**src/rtl/count_monitor_pkg.sv**
```systemverilog
`default_nettype none
// ============================================================================
// Module   : count_monitor_pkg
// Brief    : Shared state encoding and sizing helper for count_monitor.
// Revision : 1.0  initial release
// ============================================================================
package count_monitor_pkg;

    typedef enum logic [1:0] {
        IDLE    = 2'b00,
        TRACK   = 2'b01,
        STALLED = 2'b10
    } state_t;

    // Width that can hold 0..limit inclusive.
    function automatic int stall_cnt_w(input int limit);
        return $clog2(limit + 1);
    endfunction

endpackage
`default_nettype wire

```
**src/rtl/sat_counter.sv**
```systemverilog
`default_nettype none
// ============================================================================
// Module   : sat_counter
// Brief    : Up-counter with synchronous clear that holds at all-ones.
// Revision : 1.0  initial release
// ============================================================================
module sat_counter #(
    parameter int W = 4
) (
    input  logic         clk,
    input  logic         rst,
    input  logic         i_clr,
    input  logic         i_inc,
    output logic [W-1:0] o_count
);

    logic [W-1:0] r_count;

    always_ff @(posedge clk) begin
        if (rst) begin
            r_count <= '0;
        end else if (i_clr) begin
            r_count <= '0;
        end else if (i_inc && (r_count != {W{1'b1}})) begin
            r_count <= r_count + 1'b1;
        end
    end

    assign o_count = r_count;

endmodule
`default_nettype wire

```
**src/rtl/count_monitor.sv**
```systemverilog
`default_nettype none
// ============================================================================
// Module   : count_monitor
// Brief    : Checks a free-running counter for legal steps, wraps, restarts,
//            stalls and illegal jumps; keeps a saturating wrap tally.
// Revision : 1.0  initial release
// ============================================================================
module count_monitor
    import count_monitor_pkg::*;
#(
    parameter int WIDTH       = 4,
    parameter int STALL_LIMIT = 8,
    parameter int WRAP_W      = 8
) (
    input  logic              clk,
    input  logic              reset,
    input  logic [WIDTH-1:0]  count_in,
    input  logic              count_valid,
    input  logic              clr_err,
    output logic              wrap_pulse,
    output logic [WRAP_W-1:0] wrap_count,
    output logic              stall,
    output logic              jump_err
);

    localparam int                 c_cnt_w = stall_cnt_w(STALL_LIMIT);
    localparam logic [WIDTH-1:0]   c_max   = {WIDTH{1'b1}};
    localparam logic [c_cnt_w-1:0] c_hit   = c_cnt_w'(STALL_LIMIT - 1);

    state_t             r_state;
    logic [WIDTH-1:0]   r_prev;
    logic               r_wrap_pulse;
    logic               r_stall;
    logic               r_jump_err;
    logic [c_cnt_w-1:0] w_stall_cnt;

    logic w_rst, w_live, w_rep, w_inc, w_wrap, w_zero, w_jump, w_hit;

    assign w_rst  = ~reset;
    assign w_live = count_valid && (r_state != IDLE);

    // Classification in priority order; repeat and restart are legal.
    assign w_rep  = (count_in == r_prev);
    assign w_inc  = (count_in == WIDTH'(r_prev + 1'b1)) && (r_prev != c_max);
    assign w_wrap = (r_prev == c_max) && (count_in == '0);
    assign w_zero = (count_in == '0);
    assign w_jump = !(w_inc || w_wrap || w_rep || w_zero);
    assign w_hit  = w_rep && (w_stall_cnt >= c_hit);

    sat_counter #(.W(c_cnt_w)) u_stall_cnt (
        .clk     (clk),
        .rst     (w_rst),
        .i_clr   (w_live && !w_rep),
        .i_inc   (w_live && w_rep),
        .o_count (w_stall_cnt)
    );

    sat_counter #(.W(WRAP_W)) u_wrap_cnt (
        .clk     (clk),
        .rst     (w_rst),
        .i_clr   (1'b0),
        .i_inc   (w_live && w_wrap),
        .o_count (wrap_count)
    );

    always_ff @(posedge clk) begin
        if (!reset) begin
            r_state      <= IDLE;
            r_prev       <= '0;
            r_wrap_pulse <= 1'b0;
            r_stall      <= 1'b0;
            r_jump_err   <= 1'b0;
        end else begin
            r_wrap_pulse <= 1'b0;
            if (clr_err) begin
                r_jump_err <= 1'b0;
            end
            if (count_valid) begin
                r_prev <= count_in;
                if (r_state == IDLE) begin
                    r_state <= TRACK;
                end else begin
                    if (w_wrap) begin
                        r_wrap_pulse <= 1'b1;
                    end
                    // A fresh jump overrides a simultaneous clear.
                    if (w_jump) begin
                        r_jump_err <= 1'b1;
                    end
                    if (!w_rep) begin
                        r_state <= TRACK;
                        r_stall <= 1'b0;
                    end else if (w_hit) begin
                        r_state <= STALLED;
                        r_stall <= 1'b1;
                    end
                end
            end
        end
    end

    assign wrap_pulse = r_wrap_pulse;
    assign stall      = r_stall;
    assign jump_err   = r_jump_err;

endmodule
`default_nettype wire
```
**config.mk**
```make
export PLATFORM = sky130hd
export DESIGN_NAME = count_monitor
export DESIGN_NICKNAME = d
export VERILOG_FILES = /design/src/rtl/count_monitor_pkg.sv /design/src/rtl/sat_counter.sv /design/src/rtl/count_monitor.sv
export SDC_FILE = /design/constraint.sdc
export NUM_CORES = 1
export LEC_CHECK = 0
export CAP_MARGIN = 10
export CORE_UTILIZATION = 54
export CTS_BUF_LIST = sky130_fd_sc_hd__clkbuf_8
export DETAILED_ROUTE_END_ITERATION = 6
export PLACE_DENSITY_LB_ADDON = 0.12
export SYNTH_ARGS = -nofsm -noshare
export SYNTH_HDL_FRONTEND = slang
export SYNTH_SLANG_ARGS = --single-unit
```
**constraint.sdc**
```tcl
create_clock -name clk -period 1.7 [get_ports clk]
set_input_delay 0.34 -clock clk [delete_from_list [all_inputs] [get_ports clk]]
set_output_delay 0.34 -clock clk [all_outputs]
set_load 0.01 [all_outputs]
```
After elaboration in Yosys (flattened, before gate mapping). Index checks and enable logic that the tools add are counted. Widths: inputs -> output; s select.

Register bits: 21. Input port bits: 8. Output and inout port bits: 11. Logic and storage cells: 52.

Add/subtract/negate cells: 3. Magnitude comparators: 1. Equal/unequal tests: 8. Multiplexer cells: 10. Bitwise logic cells: 3. Reduce and logical (&&, ||, !) cells: 20.

Operator list (number): $logic_and 1x1->1 (9); $add 4x1->4 const B (2); $add 8x1->8 const B (1); $eq 4x4->1 (2); $ne 4x4->1 const B (2); $ne 8x8->1 const B (1); $mux 1 (7); $mux 2 (3); $eq 4x4->1 const B (1); $ge 4x3->1 const B (1); $logic_not 4->1 (1); $logic_or 1x1->1 (3); $ne 3x1->1 const B (1); $not 1->1 (3); $reduce_and 3->1 (1); $reduce_or 3->1 (1); $logic_not 2->1 (1); $ne 2x1->1 const B (1); $reduce_and 2->1 (1); $reduce_bool 2->1 (1); $reduce_or 2->1 (1); $logic_not 1->1 (1).

Depth between registers and ports, before layout.
Depth in word-level cells: 9. Mapped depth: 6. Depth with buffers taken out: 5.

By module. A second synthesis with hierarchy kept.

Cell total of the unflattened synthesis: 127. Area total of the unflattened synthesis: 1134.8 um^2.

By module, submodules not included: count_monitor (instances 1, cells an instance 58, area each 510.5 um^2, sequential area each 180.2 um^2); sat_counter (u_wrap_cnt) (instances 1, cells an instance 47, area each 435.4 um^2, sequential area each 160.2 um^2); sat_counter (u_stall_cnt) (instances 1, cells an instance 22, area each 188.9 um^2, sequential area each 80.1 um^2).

Least setup slack after synthesis. No wires, ideal clock.

Path type: register -> register. From: register r_prev[0]. To: register u_wrap_cnt.r_count[7], in the netlist u_wrap_cnt.o_count[7]. Library setup time: 0.132 ns. Arrival: 1.431 ns. Required time: 1.568 ns. Slack: 0.136 ns. Cell stages (with the launch flop): 7. Path buffers: 1. Period minus slack after synthesis: 1.564 ns. Cells stage by stage: dfxtp_1 ha_1 and3_1 nand3_2 buf_2 o41ai_1 a21oi_1.

Cells in the longest elaborated chain, start to end: 4.

Ends and longest elaborated chain: start, declared (RTL line count_monitor.sv:31) `logic [WIDTH-1:0] r_prev;`; start signal, assigned (RTL line count_monitor.sv:79) `r_prev <= count_in;`; $eq 4x4->1 (RTL line count_monitor.sv:45) `assign w_wrap = (r_prev == c_max) && (count_in == '0);`; $logic_and 1x1->1 (RTL line count_monitor.sv:45); $logic_and 1x1->1 (RTL line count_monitor.sv:62) `.i_inc (w_live && w_wrap),`; $logic_and 1x1->1 (RTL line sat_counter.sv:24) `end else if (i_inc && (r_count != {W{1'b1}})) begin`; end signal, assigned (RTL line sat_counter.sv:25) `r_count <= r_count + 1'b1;`; end, declared (RTL line sat_counter.sv:17) `logic [W-1:0] r_count;`.

Every way passes these cells. A chain may end at the register's enable or synchronous reset.

Final worst setup path.
From: input port count_in[3]. To: register u_wrap_cnt.r_count[7], in the netlist u_wrap_cnt.o_count[7].

Cells in the longest elaborated chain, start to end: 4.

Ends and longest elaborated chain: start, declared (RTL line count_monitor.sv:17) `input logic [WIDTH-1:0] count_in,`; $logic_not 4->1 (RTL line count_monitor.sv:45); $logic_and 1x1->1 (RTL line count_monitor.sv:45); $logic_and 1x1->1 (RTL line count_monitor.sv:62); $logic_and 1x1->1 (RTL line sat_counter.sv:24).

Every way passes these cells.

==> results.sh <==
export IMPL_layout_drive_gt1_share_pct=23.5
export IMPL_p_leak_nw=0.595
export IMPL_syn_avg_cell_area_um2=8.82
export IMPL_ys_seq_area_share_pct=37.8
export IMPL_io_buffers=18
export IMPL_crit_type="input port to flip-flop"
export IMPL_core_um2=1940
export IMPL_stdcell_count=193
export IMPL_drt_iter0_drc=26
export IMPL_grt_pass1_vias=1006
export IMPL_clkTransAtPathRegs_ns=0.08
export IMPL_cts_sinks=21
export IMPL_ctsHoldBuffers=0
export IMPL_wl_met3_um=144
export IMPL_die_area_um2=2240
export IMPL_setup_tns_ns=-0.0473
export IMPL_cts_root_buffer="clkbuf_8"
export IMPL_syn_nets=137
export IMPL_skew_ns=0.00166
export IMPL_nNetsFinal=178
export IMPL_cp_start_kind="input port"
export IMPL_synth_seq_cells=21
export IMPL_synth_distinct_cells=39
export IMPL_min_period_over_period_pct=103
export IMPL_synth_ff_type="dfxtp_1"
export IMPL_viasPerCell=5.88
export IMPL_grt_ovfl_total=0
export IMPL_via_count=1134
export IMPL_fin_ws_ns=-0.0473
export IMPL_insertion_delay_ns=0.26
export IMPL_numCtsBuffers=3
export IMPL_crit_reg2reg_launch="r_prev[0]"
export IMPL_place_area_um2=1420
export IMPL_dpl_cell_count=182
export IMPL_area_growth_pct=41.3
export IMPL_slew_viol_final=0
export IMPL_dp_hpwl_um=1860
export IMPL_min_from="jump_err"
export IMPL_path_max_fanout=6
export IMPL_io_pins=19
export IMPL_cts_max_level=1
export IMPL_syn_instance_count=126
export IMPL_finalCriticalPeriod_ns=1.75
export IMPL_drt_drc_violations_left=0
export IMPL_firstDrtPassIters=4
export IMPL_slew_limit_headroom_pct=61.8
export IMPL_outcome="finished with violations"
export IMPL_cts_tree="yes"
export IMPL_async_flop_share_pct=0
export IMPL_failed_checks="setup timing"
export IMPL_setup_violations=1
export IMPL_grt_pass1_wl_um=4130
export IMPL_fin_util_pct=80.9
export IMPL_grt_start_max_net_pins=12
export IMPL_ir_drop_uv=520
export IMPL_rows=16
export IMPL_timing_fmax_mhz=572
export IMPL_ant_nets=0
export IMPL_rsz0062_at_grt="yes"
export IMPL_synth_edff_count=0
export IMPL_clock_path_buffers=2
export IMPL_wl_met2_um=1450
export IMPL_power_per_cell_area_nw_per_um2=614
export IMPL_antenna_found_initial=0
export IMPL_crit_start="count_in[3]"
export IMPL_min_path_cells=2
export IMPL_syn_area_um2=1110
export IMPL_cap_violations=0
export IMPL_reg2regPathDepth=5
export IMPL_wl_per_cell_um=14.7
export IMPL_nFillCells=122
export IMPL_die_h_um=47.4
export IMPL_worstPathRequired_ns=1.89
export IMPL_start_util_pct=57.2
export IMPL_synth_yosys_warnings=0
export IMPL_topRoutingLayerUsed="met4"
export IMPL_hold_viol=0
export IMPL_fp_dieW_um=47.4
export IMPL_place_gp_congestion=0.873
export IMPL_cp_arrival_ns=1.94
export IMPL_wl_met1_um=1170
export IMPL_routed_wl_um=2830
export IMPL_grt_use_total_pct=26.3
export IMPL_stdcell_area_um2=1570
export IMPL_hp_class="flip-flop to flip-flop"
export IMPL_num_antenna_cells=0
export IMPL_crit_path_end_kind="flip-flop"
export IMPL_tightest_slew_ns=0.567
[synth_stat cells, types with 2 or more instances]
cell      instances  area [um^2]
ha_1              3         37.5
nand4_1           2         12.5
o21ai_0           7         35.0
inv_1             5         18.8
o31ai_1           3         22.5
and3_1            3         18.8
dfxtp_1          21          420
o211a_1           2         20.0
nand3_1           7         35.0
clkbuf_1          2         7.51
a21oi_1          12         60.1
a211oi_1          2         15.0
o41ai_1           3         26.3
mux2i_1           5         50.1
or4_1             4         30.0
buf_2             2         10.0
xnor2_1           4         35.0
nand2_1           9         33.8
xor2_1            3         26.3
nor2_1            8         30.0
[sequential cells by signal, summed over array words and instances (netlist names)]
register             count
jump_err                 1
r_prev                   4
r_state                  2
stall                    1
u_stall_cnt.o_count      4
u_wrap_cnt.o_count       8
wrap_pulse               1
[routing by layer]
layer,global-route usage (%),vias to the layer above
met1,30.5,525
met3,3.46,10
met5,0,-
met2,46.3,43
li1,-,556
met4,14.3,0
[final timing paths]
path / endpoint / slack [ns]
setup / recovery: u_wrap_cnt.o_count[7] / -0.05
hold / removal: jump_err / 0.49
setup reg to reg: u_wrap_cnt.o_count[7] / 0
hold reg to reg: jump_err / 0.49
[metrics by stage]
step / total power, mW / hold slack (ns) / setup WS (ns)
after floorplan: 0.580 / 0.434 / 0.136
after global placement: 0.639 / 0.455 / -0.428
after detailed placement: 0.644 / 0.472 / -0.512
after CTS: 0.970 / 0.487 / 0.00275
after global routing: 0.996 / 0.492 / -0.0839
final: 0.965 / 0.492 / -0.0473
[logic make-up (layout without fill, tap and decap cells)]
logic type / after synthesis / count (layout) / share of synthesized area, %
buf+inv: 10 / 49 / 3.94
mux: 5 / 5 / 4.50
flops: 21 / 21 / 37.8
xor+xnor: 7 / 7 / 5.52
fa+ha+maj: 3 / 3 / 3.38
compound gates: 36 / 36 / 21.1
simple gates: 44 / 45 / 23.8
[layout by cell type (no fill, tap or decap), types with 2 or more instances in the layout]
master            n
inv_1             6
xnor2_1           4
dfxtp_1          21
o21ai_0           7
clkbuf_8          3
and3_1            2
a211oi_1          2
or4_1             3
ha_1              3
clkdlybuf4s50_1  13
o211a_1           2
nand2_1           9
buf_4            22
nand3_1           7
a21oi_1          10
dlygate4sd2_1     4
o31ai_1           3
nor2_1            7
mux2i_1           5
a21oi_2           2
nand4_1           2
xor2_1            3
[power by group]
group	switching [mW]	leakage [nW]	total, mW	internal, mW
Clock	0.164	0.0269	0.325	0.161
Combinational	0.0624	0.398	0.130	0.0676
Sequential	0.00951	0.170	0.510	0.501
[what timing repair did]
item,4_1_cts,5_1_grt
resized for setup,8,8
endpoints found under the setup margin,10,8
setup buffers,4,2
pin swaps,2,2
gates cloned,1,0
[final cells by class]
type / instances / area, um^2 / share of cell area, %
multi-input combinational: 96 / 709 / 45.2
sequential: 21 / 420 / 26.8
timing repair buffer: 40 / 343 / 21.8
clock buffer: 3 / 41.3 / 2.63
tap: 27 / 33.8 / 2.15
inverter: 5 / 18.8 / 1.20
clock inverter: 1 / 3.75 / 0.239
[worst max-delay path: stages]
cell and delay (ns):
dlygate4sd2_1 0.27, nor4_4 0.31, buf_4 0.17, nand3_4 0.10
or4_1 0.57, a21oi_2 0.18
Note: power is estimated with default switching activity, not from simulation.
